[config.mk]
export PLATFORM = sky130hd
export DESIGN_NAME = orc_mem_arbiter
export DESIGN_NICKNAME = d
export VERILOG_FILES = /design/src/rtl/orc_mem_pkg.sv /design/src/rtl/orc_console_fifo.sv /design/src/rtl/orc_mem_arbiter.sv
export SDC_FILE = /design/constraint.sdc
export NUM_CORES = 1
export LEC_CHECK = 0
export ABC_AREA = 1
export BUFFER_PORTS_ARGS = -buffer_cell sky130_fd_sc_hd__buf_2
export CAP_MARGIN = 20
export CORE_ASPECT_RATIO = 1.1
export CORE_MARGIN = 3
export CORE_UTILIZATION = 44
export DETAILED_ROUTE_END_ITERATION = 16
export GPL_ROUTABILITY_DRIVEN = 1
export HOLD_SLACK_MARGIN = 0.03
export PLACE_DENSITY = 0.77
export SETUP_SLACK_MARGIN = 0.2
export SLEW_MARGIN = 20
export SYNTH_ARGS = -nofsm -noshare
export SYNTH_HDL_FRONTEND = slang
export SYNTH_SLANG_ARGS = --single-unit
[constraint.sdc]
create_clock -name i_clk -period 4.5 [get_ports i_clk]
set_clock_uncertainty 0.05 [all_clocks]
set_input_delay 0.9 -clock i_clk [delete_from_list [all_inputs] [get_ports i_clk]]
set_output_delay 0.9 -clock i_clk [all_outputs]
set_load 0.02 [all_outputs]
[src/rtl/orc_mem_pkg.sv]
// ---------------------------------------------------------------------------
// orc_mem_pkg
// Shared definitions for the ORC_R32I memory-side slave.
//   CONSOLE_ADDR / MEM_BASE / MEM_BYTES : default address map
//   gnt_e                               : which port owns the current grant
//   tgt_e                               : where a decoded address lands
//   in_window / is_console / decode_addr: address decode helpers
// ---------------------------------------------------------------------------
package orc_mem_pkg;

    localparam logic [31:0] CONSOLE_ADDR = 32'h1000_0000;
    localparam logic [31:0] MEM_BASE     = 32'h0000_0000;
    localparam int unsigned MEM_BYTES    = 262144;

    typedef enum logic [1:0] {
        GNT_NONE = 2'd0,
        GNT_WR   = 2'd1,
        GNT_RD   = 2'd2,
        GNT_IF   = 2'd3
    } gnt_e;

    typedef enum logic [1:0] {
        TGT_MEM     = 2'd0,
        TGT_CONSOLE = 2'd1,
        TGT_NONE    = 2'd2
    } tgt_e;

    // Unsigned offset compare also rejects addresses below the base,
    // because the subtraction wraps to a large value.
    function automatic logic in_window(input logic [31:0] addr,
                                       input logic [31:0] base,
                                       input logic [31:0] bytes);
        logic [31:0] off;
        off = addr - base;
        return (off < bytes);
    endfunction

    function automatic logic is_console(input logic [31:0] addr,
                                        input logic [31:0] console_addr);
        return (addr == console_addr);
    endfunction

    // Console wins over the SRAM window so the console register stays
    // reachable even if someone maps the window on top of it.
    function automatic tgt_e decode_addr(input logic [31:0] addr,
                                         input logic [31:0] base,
                                         input logic [31:0] bytes,
                                         input logic [31:0] console_addr);
        if (is_console(addr, console_addr))
            return TGT_CONSOLE;
        else if (in_window(addr, base, bytes))
            return TGT_MEM;
        else
            return TGT_NONE;
    endfunction

endpackage

[src/rtl/orc_console_fifo.sv]
// ---------------------------------------------------------------------------
// orc_console_fifo
// Small synchronous FIFO buffering console TX bytes.
//   i_clk, i_reset        : clock, asynchronous active-high reset
//   i_push, i_push_data   : write side; accepted when not full, or when full
//                           and a pop happens in the same cycle
//   o_full                : no free entry (pop-in-same-cycle not counted)
//   o_valid, i_ready      : read side; pop on o_valid & i_ready
//   o_data                : head entry
// ---------------------------------------------------------------------------
module orc_console_fifo #(
    parameter  int unsigned WIDTH = 8,
    parameter  int unsigned DEPTH = 8,
    localparam int unsigned PW    = $clog2(DEPTH)
) (
    input  logic             i_clk,
    input  logic             i_reset,
    input  logic             i_push,
    input  logic [WIDTH-1:0] i_push_data,
    output logic             o_full,
    output logic             o_valid,
    input  logic             i_ready,
    output logic [WIDTH-1:0] o_data
);

    logic [WIDTH-1:0] storage [DEPTH];

    // One extra pointer bit tells full from empty when the indices match.
    logic [PW:0] wr_ptr_q;
    logic [PW:0] rd_ptr_q;
    logic        pop;
    logic        push_ok;

    assign o_valid = (wr_ptr_q != rd_ptr_q);
    assign o_full  = (wr_ptr_q[PW] != rd_ptr_q[PW]) &&
                     (wr_ptr_q[PW-1:0] == rd_ptr_q[PW-1:0]);
    assign o_data  = storage[rd_ptr_q[PW-1:0]];

    assign pop     = o_valid & i_ready;
    // The slot freed by a simultaneous pop can take the new byte.
    assign push_ok = i_push & (~o_full | pop);

    // NOTE: storage has no reset; the pointers alone decide what is valid,
    // so clearing the array would only cost reset fan-out.
    always_ff @(posedge i_clk) begin
        if (push_ok)
            storage[wr_ptr_q[PW-1:0]] <= i_push_data;
    end

    // NOTE: state is updated with non-blocking assignments so every flop
    // samples the pre-edge values regardless of statement order.
    always_ff @(posedge i_clk or posedge i_reset) begin
        if (i_reset) begin
            wr_ptr_q <= '0;
            rd_ptr_q <= '0;
        end else begin
            if (push_ok)
                wr_ptr_q <= wr_ptr_q + (PW+1)'(1);
            if (pop)
                rd_ptr_q <= rd_ptr_q + (PW+1)'(1);
        end
    end

endmodule

[src/rtl/orc_mem_arbiter.sv]
// ---------------------------------------------------------------------------
// orc_mem_arbiter
// Memory-side slave for the ORC_R32I core. Three strobe/ack request ports
// (data write, data read, instruction fetch) share one synchronous
// single-port SRAM; writes to the console address feed a byte FIFO.
//   i_clk, i_reset                       : clock, async active-high reset
//   i_inst_read_*  / o_inst_read_*       : fetch port
//   i_master_read_* / o_master_read_*    : data read port
//   i_master_write_* / o_master_write_ack: data write port
//   o_mem_en/we/addr/wdata, i_mem_rdata  : SRAM (read data one cycle later)
//   o_console_valid/data, i_console_ready: console byte stream
// A request granted in cycle N is acked in N+1 with its data.
// Priority is write > data read > fetch, one grant per cycle.
// ---------------------------------------------------------------------------
module orc_mem_arbiter
    import orc_mem_pkg::*;
#(
    parameter  logic [31:0] P_MEM_BASE      = MEM_BASE,
    parameter  int unsigned P_MEM_BYTES     = MEM_BYTES,
    parameter  logic [31:0] P_CONSOLE_ADDR  = CONSOLE_ADDR,
    parameter  int unsigned P_CONSOLE_DEPTH = 8,
    localparam int unsigned AW              = $clog2(P_MEM_BYTES / 4)
) (
    input  logic          i_clk,
    input  logic          i_reset,

    input  logic          i_inst_read_stb,
    output logic          o_inst_read_ack,
    input  logic [31:0]   i_inst_read_addr,
    output logic [31:0]   o_inst_read_data,

    input  logic          i_master_read_stb,
    output logic          o_master_read_ack,
    input  logic [31:0]   i_master_read_addr,
    output logic [31:0]   o_master_read_data,

    input  logic          i_master_write_stb,
    output logic          o_master_write_ack,
    input  logic [31:0]   i_master_write_addr,
    input  logic [31:0]   i_master_write_data,
    input  logic [3:0]    i_master_write_sel,

    output logic          o_mem_en,
    output logic [3:0]    o_mem_we,
    output logic [AW-1:0] o_mem_addr,
    output logic [31:0]   o_mem_wdata,
    input  logic [31:0]   i_mem_rdata,

    output logic          o_console_valid,
    input  logic          i_console_ready,
    output logic [7:0]    o_console_data
);

    localparam logic [31:0] MEM_BYTES_W = 32'(P_MEM_BYTES);

    // Request tracking
    logic wr_pend_q, rd_pend_q, if_pend_q;
    logic wr_req, rd_req, if_req;
    tgt_e wr_tgt, rd_tgt, if_tgt;
    logic wr_blocked;

    // Grant and SRAM request
    gnt_e        gnt;
    gnt_e        gnt_q;
    logic        from_mem_q;
    logic [31:0] mem_byte_addr;
    logic [31:0] mem_off;
    logic        unused_mem_off;

    // Response data
    logic [31:0] rd_imm, if_imm;
    logic [31:0] rd_data_q, if_data_q;

    // Console FIFO
    logic fifo_full;
    logic fifo_push;

    // -----------------------------------------------------------------------
    // Decode and arbitration
    // -----------------------------------------------------------------------
    assign wr_req = wr_pend_q | i_master_write_stb;
    assign rd_req = rd_pend_q | i_master_read_stb;
    assign if_req = if_pend_q | i_inst_read_stb;

    assign wr_tgt = decode_addr(i_master_write_addr, P_MEM_BASE, MEM_BYTES_W, P_CONSOLE_ADDR);
    assign rd_tgt = decode_addr(i_master_read_addr,  P_MEM_BASE, MEM_BYTES_W, P_CONSOLE_ADDR);
    assign if_tgt = decode_addr(i_inst_read_addr,    P_MEM_BASE, MEM_BYTES_W, P_CONSOLE_ADDR);

    // A full FIFO with the sink ready frees a slot this cycle, so the
    // console write can go through alongside the pop.
    assign wr_blocked = (wr_tgt == TGT_CONSOLE) && fifo_full && !i_console_ready;

    // NOTE: every always_comb output gets a default first so no path
    // leaves a value unassigned and no latch is inferred.
    always_comb begin
        gnt = GNT_NONE;
        if (!i_reset) begin
            // A blocked console write holds the bus: lower ports must wait
            // behind it rather than overtake a write still in order.
            if (wr_req) begin
                if (!wr_blocked)
                    gnt = GNT_WR;
            end else if (rd_req) begin
                gnt = GNT_RD;
            end else if (if_req) begin
                gnt = GNT_IF;
            end
        end
    end

    // -----------------------------------------------------------------------
    // SRAM request for the granted port
    // -----------------------------------------------------------------------
    always_comb begin
        o_mem_en      = 1'b0;
        o_mem_we      = 4'b0000;
        mem_byte_addr = i_master_write_addr;
        unique case (gnt)
            GNT_WR: begin
                mem_byte_addr = i_master_write_addr;
                if (wr_tgt == TGT_MEM) begin
                    o_mem_en = 1'b1;
                    o_mem_we = i_master_write_sel;
                end
            end
            GNT_RD: begin
                mem_byte_addr = i_master_read_addr;
                o_mem_en      = (rd_tgt == TGT_MEM);
            end
            GNT_IF: begin
                mem_byte_addr = i_inst_read_addr;
                o_mem_en      = (if_tgt == TGT_MEM);
            end
            default: ;
        endcase
    end

    assign mem_off        = mem_byte_addr - P_MEM_BASE;
    assign o_mem_addr     = mem_off[AW+1:2];
    assign o_mem_wdata    = i_master_write_data;
    // Byte-lane and out-of-window bits of the offset are not needed.
    assign unused_mem_off = ^mem_off;

    // Data returned without an SRAM cycle: console status or zero.
    assign rd_imm = (rd_tgt == TGT_CONSOLE) ? {31'b0, fifo_full} : 32'h0;
    assign if_imm = (if_tgt == TGT_CONSOLE) ? {31'b0, fifo_full} : 32'h0;

    assign fifo_push = (gnt == GNT_WR) && (wr_tgt == TGT_CONSOLE);

    // -----------------------------------------------------------------------
    // Pending flags, registered grant and response capture
    // -----------------------------------------------------------------------
    always_ff @(posedge i_clk or posedge i_reset) begin
        if (i_reset) begin
            wr_pend_q  <= 1'b0;
            rd_pend_q  <= 1'b0;
            if_pend_q  <= 1'b0;
            gnt_q      <= GNT_NONE;
            from_mem_q <= 1'b0;
            rd_data_q  <= 32'h0;
            if_data_q  <= 32'h0;
        end else begin
            wr_pend_q  <= wr_req && (gnt != GNT_WR);
            rd_pend_q  <= rd_req && (gnt != GNT_RD);
            if_pend_q  <= if_req && (gnt != GNT_IF);
            gnt_q      <= gnt;
            from_mem_q <= o_mem_en;

            // Immediate data is captured at grant; SRAM data is captured
            // at ack so the output holds after the ack cycle.
            if (gnt == GNT_RD && rd_tgt != TGT_MEM)
                rd_data_q <= rd_imm;
            else if (gnt_q == GNT_RD && from_mem_q)
                rd_data_q <= i_mem_rdata;

            if (gnt == GNT_IF && if_tgt != TGT_MEM)
                if_data_q <= if_imm;
            else if (gnt_q == GNT_IF && from_mem_q)
                if_data_q <= i_mem_rdata;
        end
    end

    assign o_master_write_ack = (gnt_q == GNT_WR);
    assign o_master_read_ack  = (gnt_q == GNT_RD);
    assign o_inst_read_ack    = (gnt_q == GNT_IF);

    // SRAM data is only valid in the ack cycle, so route it straight through.
    assign o_master_read_data = (o_master_read_ack && from_mem_q) ? i_mem_rdata : rd_data_q;
    assign o_inst_read_data   = (o_inst_read_ack   && from_mem_q) ? i_mem_rdata : if_data_q;

    // -----------------------------------------------------------------------
    // Console FIFO
    // -----------------------------------------------------------------------
    orc_console_fifo #(
        .WIDTH (8),
        .DEPTH (P_CONSOLE_DEPTH)
    ) u_console_fifo (
        .i_clk       (i_clk),
        .i_reset     (i_reset),
        .i_push      (fifo_push),
        .i_push_data (i_master_write_data[7:0]),
        .o_full      (fifo_full),
        .o_valid     (o_console_valid),
        .i_ready     (i_console_ready),
        .o_data      (o_console_data)
    );

    // -----------------------------------------------------------------------
    // Protocol checks: a strobe while that port is still pending is ignored
    // by the logic above and reported here.
    // -----------------------------------------------------------------------
    a_wr_stb_while_pending: assert property (@(posedge i_clk) disable iff (i_reset)
        !(wr_pend_q && i_master_write_stb));
    a_rd_stb_while_pending: assert property (@(posedge i_clk) disable iff (i_reset)
        !(rd_pend_q && i_master_read_stb));
    a_if_stb_while_pending: assert property (@(posedge i_clk) disable iff (i_reset)
        !(if_pend_q && i_inst_read_stb));

endmodule

==> impl_metrics.env <==
export IMPL_status="finished clean"
export IMPL_rows=48
export IMPL_dominantRegCellSynth="dfrtp_1"
export IMPL_crit_top_cell="nand2_1"
export IMPL_cts_resized_gates=0
export IMPL_crit_required_ns=3.55
export IMPL_synth_top_family_by_area="simple AND/OR/NAND/NOR gates"
export IMPL_sw_frac_of_total_pct=34.6
export IMPL_setup_viol=0
export IMPL_cap_viol_max_count=0
export IMPL_drt_wl_total_mm=20.6
export IMPL_seqPwrFrac_pct=37.2
export IMPL_ys_async_sr_fraction_pct=54.9
export IMPL_viasPerCell=5.22
export IMPL_synth_fa_ha_area_share_pct=0.346
export IMPL_fin_crit_ns=3.56
export IMPL_grt_max_degree=69
export IMPL_dp_hpwl_mm=14.9
export IMPL_syn_area_per_cell_um2=9.12
export IMPL_grt_util_all_layers_pct=23.1
export IMPL_syn_cell_area_um2=7240
export IMPL_fmax_mhz=281
export IMPL_grt_pass1_vias=6372
export IMPL_synthXorXnorAreaFrac_pct=0.726
export IMPL_cts_root_buffer="clkbuf_16"
export IMPL_arrival_ns=2.61
export IMPL_synth_nets=966
export IMPL_worst_slew_pin_slew_ns=0.897
export IMPL_postSynthCellCount=794
export IMPL_syn2layout_area_growth_pct=23.4
export IMPL_irDropWorstVdd_mv=0.283
export IMPL_cts_tree="done"
export IMPL_synth_edff_count=64
export IMPL_ys_ff_latch=142
export IMPL_cts_setup_buffers=0
export IMPL_initial_utilization_pct=45.5
export IMPL_clk_latency_ns=0.40
export IMPL_vias=6322
export IMPL_cp_max_fo=35
export IMPL_grt_pass1_wl_mm=32.8
export IMPL_hold_class="in2async"
export IMPL_cts_buffers=17
export IMPL_dieHeight_um=141
export IMPL_ctsHtreeMaxLevel=4
export IMPL_setup_worst_path_class="reg2out"
export IMPL_slew_headroom_pct=39.9
export IMPL_grt_setup_unrepaired="false"
export IMPL_gp_congestion=0.873
export IMPL_clock_path_buffers=2
export IMPL_drt_iter0_drc=450
export IMPL_synthMuxAreaShare_pct=0
export IMPL_slew_violations=0
export IMPL_fin_crit_sh_pct=79.1
export IMPL_synth_compound_area_share_pct=16.4
export IMPL_hold_viol_final=0
export IMPL_placed_cell_area_um2=8380
export IMPL_drive_gt1_share_pct=32.1
export IMPL_ys_seq_area_share_pct=53.5
export IMPL_crit_slowest_cell="dfrtp_1"
export IMPL_cp_cell_sequence="buf_4, inv_4, nand2_1, nand2_1, nand4_2, nor2_2, nand3_2, nand2_1, nand2_1, nand2_1, nor2_1, nor2_1, buf_2"
export IMPL_path_buf_inv=3
export IMPL_p_leak_uw=0.00432
export IMPL_yosysWarnings=0
export IMPL_multi_input_area_um2=2650
export IMPL_diodes=0
export IMPL_wl_per_cell_um=17.0
export IMPL_io_pins=299
export IMPL_pwr_share_clk_pct=31.9
export IMPL_cts_sinks=142
export IMPL_overflow=0
export IMPL_drtPass1Iterations=5
export IMPL_crit_family="simple AND/OR/NAND/NOR gates"
export IMPL_cts_hold_buf=0
export IMPL_die_x_um=128
export IMPL_clk_pin_slew_ns=0.06
export IMPL_p_comb_share_pct=30.9
export IMPL_synth_simple_area_share_pct=19.0
export IMPL_port_buffers=250
export IMPL_utilization_pct=56.1
export IMPL_drtAntennaViolNets=0
export IMPL_cp_end_kind="primary output"
export IMPL_worst_setup_path_start_kind="register"
export IMPL_fin_tns_setup_ns=0
export IMPL_nets=1173
export IMPL_regArea_um2=3870
export IMPL_stdcell_area_um2=8930
export IMPL_synth_cell_types=43
export IMPL_antenna_found_initial=0
export IMPL_internal_power_uw=2720
export IMPL_drt_drc_violations_left=0
export IMPL_p_per_area_nw_per_um2=465
export IMPL_core_um2=15900
export IMPL_p_sw_uw=1440
export IMPL_dieArea_um2=18000
export IMPL_fillers=1462
export IMPL_crit_path_max_incr_delay_ns=0.35
## metrics by stage
| step | instances | setup WS (ns) | power (uW) | hold slack, ns |
|---|---|---|---|---|
| after floorplan | 794 | 0.448 | 2460 | 0.413 |
| after CTS | 1212 | 0.908 | 4200 | 0.411 |
| after detailed placement | 1182 | 1.04 | 2860 | 0.449 |
| after global routing | 1212 | 0.730 | 4390 | 0.432 |
| after global placement | 1182 | 1.08 | 2830 | 0.435 |
| final | 1212 | 0.940 | 4160 | 0.430 |
## worst reg2reg max path, cell delays in order, from the launching register on
cell and delay [ns]:
dfrtp_1 0.32, buf_4 0.34, inv_4 0.24, nand2_1 0.12, nand2_1 0.08, nand4_2 0.15
nor2_2 0.06, nand3_2 0.09, nand4_2 0.25, nor3_2 0.77
## placed cells by master (no fill, tap or decap), types with 17 or more instances in the layout
cell type	instances
buf_2	250
nand2_1	136
nor2_1	104
dfrtp_1	78
edfxtp_1	64
inv_1	61
o21ai_0	57
o21ai_1	44
o21a_1	31
a21boi_0	30
clkbuf_16	17
## cells in the mapped netlist, drive strengths merged, types with 5 or more instances
master,instances,area (um2)
nand3,17,100
nor4,15,113
nor2,111,453
dfrtp,78,1950
clkbuf,21,80.1
nor3,8,61.3
a31oi,8,50.1
edfxtp,64,1920
xor2,5,43.8
a22oi,9,67.6
inv,71,269
o21ai,101,505
nand2,142,546
o21a,31,233
nand4,9,68.8
buf,52,374
o22ai,8,50.1
a21boi,31,233
## layer usage
metal,track usage [%],wire length (um)
met5,0,0
met4,6.54,397
met3,6.79,1610
met2,39.1,10400
met1,28.6,8180
## flip-flops by register name, indices dropped and copies added, names as in the netlist
register / count
u_console_fifo.storage: 64
if_data_q: 32
rd_data_q: 32
u_console_fifo.rd_ptr_q: 4
u_console_fifo.wr_ptr_q: 4
gnt_q: 2
from_mem_q: 1
if_pend_q: 1
rd_pend_q: 1
wr_pend_q: 1
## power groups by stage
stage          logic (uW)  registers, uW  clock network (uW)
6_report             1280           1550                1330
5_1_grt              1410           1560                1420
4_1_cts              1290           1550                1350
3_5_place_dp         1280           1570                   0
3_3_place_gp         1260           1570                   0
2_1_floorplan         917           1540                   0
## area by class of cell
| class | instances | share of cell area (%) |
|---|---|---|
| Timing Repair Buffer | 261 | 14.9 |
| Tap cell | 200 | 2.80 |
| Sequential cell | 142 | 43.4 |
| Multi-Input combinational cell | 508 | 29.7 |
| Inverter | 71 | 3.05 |
| Clock buffer | 19 | 4.85 |
| Clock inverter | 11 | 1.33 |
## kinds of logic (layout without fill, tap and decap cells)
family	after synthesis	in the layout
buf+inv	144	362
flops	142	142
xor+xnor	6	6
simple gates	306	306
fa+ha+maj	2	2
compound gates	194	194
## path summary, 6_finish.rpt
path / slack (ns) / end / depth (start not counted) / start
hold reg to reg: 0.45 / u_console_fifo.rd_ptr_q[3] / 1 / u_console_fifo.rd_ptr_q[3]
setup / recovery: 0.94 / o_mem_en / 13 / u_console_fifo.rd_ptr_q[0]
hold / removal: 0.43 / if_pend_q / 2 / i_reset
min in group i_clk: 0.45 / u_console_fifo.rd_ptr_q[3] / 1 / u_console_fifo.rd_ptr_q[3]
max in group asynchronous: 2.83 / rd_data_q[27] / 3 / i_reset
setup reg to reg: 1.66 / u_console_fifo.storage[0][3] / 9 / u_console_fifo.rd_ptr_q[0]
(Power assumes the default switching activity.)
